--- src/rtl/seven_seg_scan_decoder.sv ---
// Recovers hex frames from a multiplexed 7-segment bus; out_valid rises one cycle after the capture completing a frame,
// frames completing while unaccepted are dropped and counted. Define SEG_ACTIVE_LOW_EN for a common-anode (0 = lit) bus.
module seven_seg_scan_decoder #(
  parameter int DIGITS        = 4,
  parameter int STABLE_CYCLES = 4,
  parameter int CNT_W         = 8
) (
  input  logic                clk,
  input  logic                rst_n,
  input  logic [6:0]          seg_in,
  input  logic [DIGITS-1:0]   dig_sel,
  input  logic                out_ready,
  output logic                out_valid,
  output logic [4*DIGITS-1:0] out_value,
  output logic [DIGITS-1:0]   out_blank,
  output logic [DIGITS-1:0]   out_err,
  output logic [CNT_W-1:0]    overrun_cnt
);
  localparam int SCW = $clog2(STABLE_CYCLES + 1);
  localparam logic [SCW-1:0] STABLE_MAX = SCW'(STABLE_CYCLES);

  typedef enum logic {COLLECT, PRESENT} state_t;

  logic [6:0] seg_fix;
`ifdef SEG_ACTIVE_LOW_EN
  assign seg_fix = ~seg_in;
`else
  assign seg_fix = seg_in;
`endif

  logic [6:0]          seg_q, seg_prev_q;
  logic [DIGITS-1:0]   sel_q, sel_prev_q;
  logic [SCW-1:0]      stab_q, stab_d;
  logic                sel_ok, same, capture;
  logic [5:0]          dec;
  logic [4*DIGITS-1:0] slot_val_q, slot_val_d, out_val_q, out_val_d;
  logic [DIGITS-1:0]   slot_blank_q, slot_blank_d, slot_err_q, slot_err_d;
  logic [DIGITS-1:0]   out_blank_q, out_blank_d, out_err_q, out_err_d;
  logic [DIGITS-1:0]   got_q, got_d;
  logic [CNT_W-1:0]    ovr_q, ovr_d;
  state_t              state_q, state_d;
  logic                frame_full, handshake, load, got_clr;

  // Returns {err, blank, nibble}
  function automatic logic [5:0] decode(input logic [6:0] p);
    case (p)
      7'b1111110: decode = 6'h00;
      7'b0110000: decode = 6'h01;
      7'b1101101: decode = 6'h02;
      7'b1111001: decode = 6'h03;
      7'b0110011: decode = 6'h04;
      7'b1011011: decode = 6'h05;
      7'b1011111: decode = 6'h06;
      7'b1110000: decode = 6'h07;
      7'b1111111: decode = 6'h08;
      7'b1111011: decode = 6'h09;
      7'b1110111: decode = 6'h0A;
      7'b0011111: decode = 6'h0B;
      7'b1001110: decode = 6'h0C;
      7'b0111101: decode = 6'h0D;
      7'b1001111: decode = 6'h0E;
      7'b1000111: decode = 6'h0F;
      7'b0000000: decode = 6'b01_0000;
      default:    decode = 6'b10_0000;
    endcase
  endfunction

  assign sel_ok = $onehot(sel_q);
  assign same   = (seg_q == seg_prev_q) && (sel_q == sel_prev_q);
  assign dec    = decode(seg_q);

  // stab_q counts identical samples; it parks at STABLE_MAX so a stable pair is captured only once
  always_comb begin
    stab_d  = stab_q;
    capture = 1'b0;
    if (!sel_ok) begin
      stab_d = '0;
    end else if (!same) begin
      stab_d  = SCW'(1);
      capture = (STABLE_MAX == SCW'(1));
    end else if (stab_q != STABLE_MAX) begin
      stab_d  = stab_q + SCW'(1);
      capture = (stab_d == STABLE_MAX);
    end
  end

  always_comb begin
    slot_val_d   = slot_val_q;
    slot_blank_d = slot_blank_q;
    slot_err_d   = slot_err_q;
    for (int i = 0; i < DIGITS; i++) begin
      if (capture && sel_q[i]) begin
        slot_val_d[4*i +: 4] = dec[3:0];
        slot_blank_d[i]      = dec[4];
        slot_err_d[i]        = dec[5];
      end
    end
  end

  assign frame_full = &got_q;
  assign handshake  = (state_q == PRESENT) && out_ready;

  always_comb begin
    state_d = state_q;
    load    = 1'b0;
    got_clr = 1'b0;
    ovr_d   = ovr_q;
    case (state_q)
      COLLECT: begin
        if (frame_full) begin
          load    = 1'b1;
          got_clr = 1'b1;
          state_d = PRESENT;
        end
      end
      PRESENT: begin
        if (handshake) begin
          if (frame_full) begin
            load    = 1'b1;
            got_clr = 1'b1;
          end else begin
            state_d = COLLECT;
          end
        end else if (frame_full) begin
          got_clr = 1'b1;
          if (ovr_q != '1) ovr_d = ovr_q + CNT_W'(1);
        end
      end
    endcase
    // A capture landing on the clearing edge belongs to the next frame
    got_d       = (got_clr ? '0 : got_q) | (capture ? sel_q : '0);
    out_val_d   = load ? slot_val_q   : out_val_q;
    out_blank_d = load ? slot_blank_q : out_blank_q;
    out_err_d   = load ? slot_err_q   : out_err_q;
  end

  always_ff @(posedge clk or negedge rst_n) begin
    if (!rst_n) begin
      seg_q        <= '0;
      seg_prev_q   <= '0;
      sel_q        <= '0;
      sel_prev_q   <= '0;
      stab_q       <= '0;
      slot_val_q   <= '0;
      slot_blank_q <= '0;
      slot_err_q   <= '0;
      got_q        <= '0;
      out_val_q    <= '0;
      out_blank_q  <= '0;
      out_err_q    <= '0;
      ovr_q        <= '0;
      state_q      <= COLLECT;
    end else begin
      seg_q        <= seg_fix;
      seg_prev_q   <= seg_q;
      sel_q        <= dig_sel;
      sel_prev_q   <= sel_q;
      stab_q       <= stab_d;
      slot_val_q   <= slot_val_d;
      slot_blank_q <= slot_blank_d;
      slot_err_q   <= slot_err_d;
      got_q        <= got_d;
      out_val_q    <= out_val_d;
      out_blank_q  <= out_blank_d;
      out_err_q    <= out_err_d;
      ovr_q        <= ovr_d;
      state_q      <= state_d;
    end
  end

  assign out_valid   = (state_q == PRESENT);
  assign out_value   = out_val_q;
  assign out_blank   = out_blank_q;
  assign out_err     = out_err_q;
  assign overrun_cnt = ovr_q;

endmodule

--- config.mk ---
export PLATFORM = sky130hd
export DESIGN_NAME = seven_seg_scan_decoder
export DESIGN_NICKNAME = d
export VERILOG_FILES = /design/src/rtl/seven_seg_scan_decoder.sv
export SDC_FILE = /design/constraint.sdc
export NUM_CORES = 1
export LEC_CHECK = 0
export CAP_MARGIN = 20
export CORE_ASPECT_RATIO = 0.75
export CORE_MARGIN = 3
export CORE_UTILIZATION = 45
export DETAILED_ROUTE_END_ITERATION = 7
export PLACE_DENSITY_LB_ADDON = 0.2
export SLEW_MARGIN = 25
export SYNTH_ARGS = -nofsm -noshare
export SYNTH_HDL_FRONTEND = slang
export SYNTH_SLANG_ARGS = --single-unit
--- constraint.sdc ---
create_clock -name clk -period 3.58 [get_ports clk]
set_clock_uncertainty 0.05 [all_clocks]
set_input_delay 0.895 -clock clk [delete_from_list [all_inputs] [get_ports clk]]
set_output_delay 0.895 -clock clk [all_outputs]
set_load 0.05 [all_outputs]
==> impl_metrics.env <==
export IMPL_status="finished, final reports clean"
export IMPL_max_clock_freq_mhz=324
export IMPL_pre_cts_ws_ps=491
export IMPL_timing_critical_path_arrival_ps=3270
export IMPL_top_reg_cell_synth="sky130_fd_sc_hd__dfrtp_1"
export IMPL_cts_htree_levels=3
export IMPL_number_of_enable_type_register_cells_in_the_synthesized_netlist=0
export IMPL_drtIter0Drc=113
export IMPL_num_antenna_cells=0
export IMPL_final_max_slew_violation_count=0
export IMPL_critical_path_startpoint_type="register"
export IMPL_endpoint_kind="register"
export IMPL_numPortBuffers=46
export IMPL_hold_path_class="reg -> reg"
export IMPL_clock_sink_count=86
export IMPL_cp_data_required_time_ps=3760
export IMPL_finalSetupViolations=0
export IMPL_cts_tree="done"
export IMPL_finalWeightedCongestion=0.857
export IMPL_dr_total_vias=2256
export IMPL_layout_nets=348
export IMPL_grt_setup_unrepaired="no"
export IMPL_post_cts_setup_buffers=0
export IMPL_cap_viol_max_count=0
export IMPL_floorplan_die_width_um=109
export IMPL_final_hold_viol_count=0
export IMPL_tns_ps=0
export IMPL_synthesis_yosys_warnings=0
export IMPL_path_clk_slew_ps=80
export IMPL_place_hpwl_um=4610
export IMPL_syn_cell_area_um2=3600
export IMPL_synth_largest_area_cell="sky130_fd_sc_hd__dfrtp_1"
export IMPL_finalWorstPathRequiredPeriod_ps=3080
export IMPL_grt_use_total_pct=16.4
export IMPL_dp_cells=417
export IMPL_ys_seq_area_share_pct=59.8
export IMPL_multi_input_area_um2=1350
export IMPL_slew_headroom_pct=48.8
export IMPL_remaining_drc_errors=0
export IMPL_wl_um=6700
export IMPL_ys_ff_latch=86
export IMPL_grt_first_pass_wirelength_um=11600
export IMPL_layout_cells_non_filler=433
export IMPL_worst_slew_pin_transition_ps=757
export IMPL_synth_area_leaders="sky130_fd_sc_hd__dfrtp_1 (60%), sky130_fd_sc_hd__mux2_2 (12%), sky130_fd_sc_hd__xnor2_1 (3.9%)"
export IMPL_floorplan_rows=27
export IMPL_fillCellCount=650
export IMPL_grt_overflow=0
export IMPL_floorplan_die_area_um2=9120
export IMPL_cts_root_buffer="sky130_fd_sc_hd__clkbuf_8"
export IMPL_chipHeight_um=83.5
export IMPL_antenna_found_initial=0
export IMPL_vdd_ir_drop_max_mv=0.210
export IMPL_final_cell_mix="sky130_fd_sc_hd__dfrtp_1 (86), sky130_fd_sc_hd__clkdlybuf4s50_1 (45), sky130_fd_sc_hd__mux2_2 (39)"
export IMPL_power_density_nw_per_um2=413
export IMPL_worst_skew_pair_late_latency_ps=340
export IMPL_core_area_um2=7570
export IMPL_cp_max_fo=7
export IMPL_pin_count_of_the_biggest_net_entering_global_routing=87
export IMPL_total_clock_buffers_created_by_cts=9
export IMPL_num_io_pins=47
export IMPL_ys_async_sr_fraction_pct=100
export IMPL_minimum_setup_slack_among_reg_to_reg_paths_ps=500
export IMPL_initial_core_util_pct=47.6
export IMPL_design_power_total_mw=1.81
export IMPL_finalWorstSetupSlack_ps=495
export IMPL_whs_ps=414
export IMPL_postCtsResizedCells=0
export IMPL_areaGrowthSynthToFinish_pct=21.8
export IMPL_synth_cells=277
export IMPL_detailedRoute_firstPassIterationCount=4
export IMPL_detail_route_antenna_nets=0
export IMPL_final_period_utilization_pct=86.2
export IMPL_ys_types=42
export IMPL_seqCellArea_um2=2150
export IMPL_postCtsHoldBufs=0
export IMPL_grt_pass1_vias=2335
export IMPL_average_cell_area_after_synthesis_um2=13.0
export IMPL_routedWlPerCell_um=15.5
export IMPL_layout_commonest_cell="sky130_fd_sc_hd__dfrtp_1"
export IMPL_criticalPathCategory="reg -> reg"
export IMPL_cts_path_max_buffers=2
export IMPL_synth_top_cell_area_share_pct=59.8
export IMPL_p_leak_nw=2.11
export IMPL_synth_fp_nets=298
export IMPL_route_detailed_vias_per_inst=5.21
export IMPL_drive_gt1_share_pct=19.9
==> flip-flops by register name, indices dropped and copies added, names as in the netlist <==
name and flops:
out_err 4, slot_blank_q 4, stab_q 3, slot_err_q 4, sel_prev_q 4, overrun_cnt 8
sel_q 4, slot_val_q 16, seg_q 7, out_value 16, out_blank 4, seg_prev_q 7
out_valid 1, got_q 4
==> cells by family after synthesis <==
group | after synthesis | share of synthesized area, %
compound gates | 17 | 3.34
fa+ha+maj | 7 | 2.64
flops | 86 | 59.8
mux | 48 | 14.7
xor+xnor | 20 | 4.86
simple gates | 72 | 11.8
buf+inv | 27 | 2.85
==> synth_stat cells, types with 2 or more instances <==
cell type / number
sky130_fd_sc_hd__nand3_1: 13
sky130_fd_sc_hd__o211ai_1: 2
sky130_fd_sc_hd__o21ai_0: 2
sky130_fd_sc_hd__a21oi_1: 4
sky130_fd_sc_hd__inv_1: 18
sky130_fd_sc_hd__nand4_1: 7
sky130_fd_sc_hd__nor2_1: 8
sky130_fd_sc_hd__and3b_1: 3
sky130_fd_sc_hd__mux2i_1: 8
sky130_fd_sc_hd__dfrtp_1: 86
sky130_fd_sc_hd__clkbuf_1: 8
sky130_fd_sc_hd__a21boi_0: 2
sky130_fd_sc_hd__nand2_1: 17
sky130_fd_sc_hd__mux2_2: 39
sky130_fd_sc_hd__ha_1: 6
sky130_fd_sc_hd__nand4_2: 4
sky130_fd_sc_hd__nor3_1: 7
sky130_fd_sc_hd__xnor2_1: 16
sky130_fd_sc_hd__xor2_1: 4
==> metrics by stage <==
step                util [%]  cell area (um2)
global placement        55.1             4170
detailed placement      55.1             4170
global route            57.9             4380
finish                  57.9             4380
CTS                     57.9             4380
floorplan                  -             3600
==> power by group <==
part	switching [mW]	total [mW]	leakage [nW]	internal, mW
clock network	0.329	0.719	0.113	0.389
registers	0.0245	1.01	1.15	0.985
logic	0.0470	0.0844	0.843	0.0374
total	0.401	1.81	2.11	1.41
==> critical path: stages (launching register included) <==
cell and delay [ps]:
sky130_fd_sc_hd__dfrtp_1 420, sky130_fd_sc_hd__inv_1 80, sky130_fd_sc_hd__fa_1 540, sky130_fd_sc_hd__inv_1 40, sky130_fd_sc_hd__ha_1 170, sky130_fd_sc_hd__ha_1 270, sky130_fd_sc_hd__nor2_1 100, sky130_fd_sc_hd__nand2_1 100
sky130_fd_sc_hd__nor4_4 500, sky130_fd_sc_hd__nand4_2 320, sky130_fd_sc_hd__mux2_1 390
==> worst paths after layout <==
kind / startpoint / to / cells past startpoint
hold / removal: sel_q[1] / sel_prev_q[1] / 0
setup reg to reg: sel_q[0] / slot_val_q[1] / 10
hold reg to reg: sel_q[1] / sel_prev_q[1] / 0
min in group asynchronous: rst_n / out_value[1] / 1
max in group asynchronous: rst_n / slot_val_q[9] / 1
setup / recovery: sel_q[0] / slot_val_q[1] / 10
==> per-layer routing <==
layer  GRT usage, %  vias to the layer above  wire, um
li1               -                     1065         -
met1           23.9                     1126      3260
met2           24.4                       57      3070
met3           4.02                        8       289
met4           4.76                        0        80
met5              0                        -         0
==> area by class of cell <==
| type | count | share of cell area [%] |
|---|---|---|
| well taps | 101 | 2.88 |
| clock inverters | 7 | 2.03 |
| repair buffers | 48 | 10.9 |
| flip-flops and latches | 86 | 49.1 |
| multi-input cells | 164 | 30.8 |
| clock buffers | 9 | 2.83 |
| inverters | 18 | 1.54 |
Note: power is estimated with default switching activity, not from simulation.
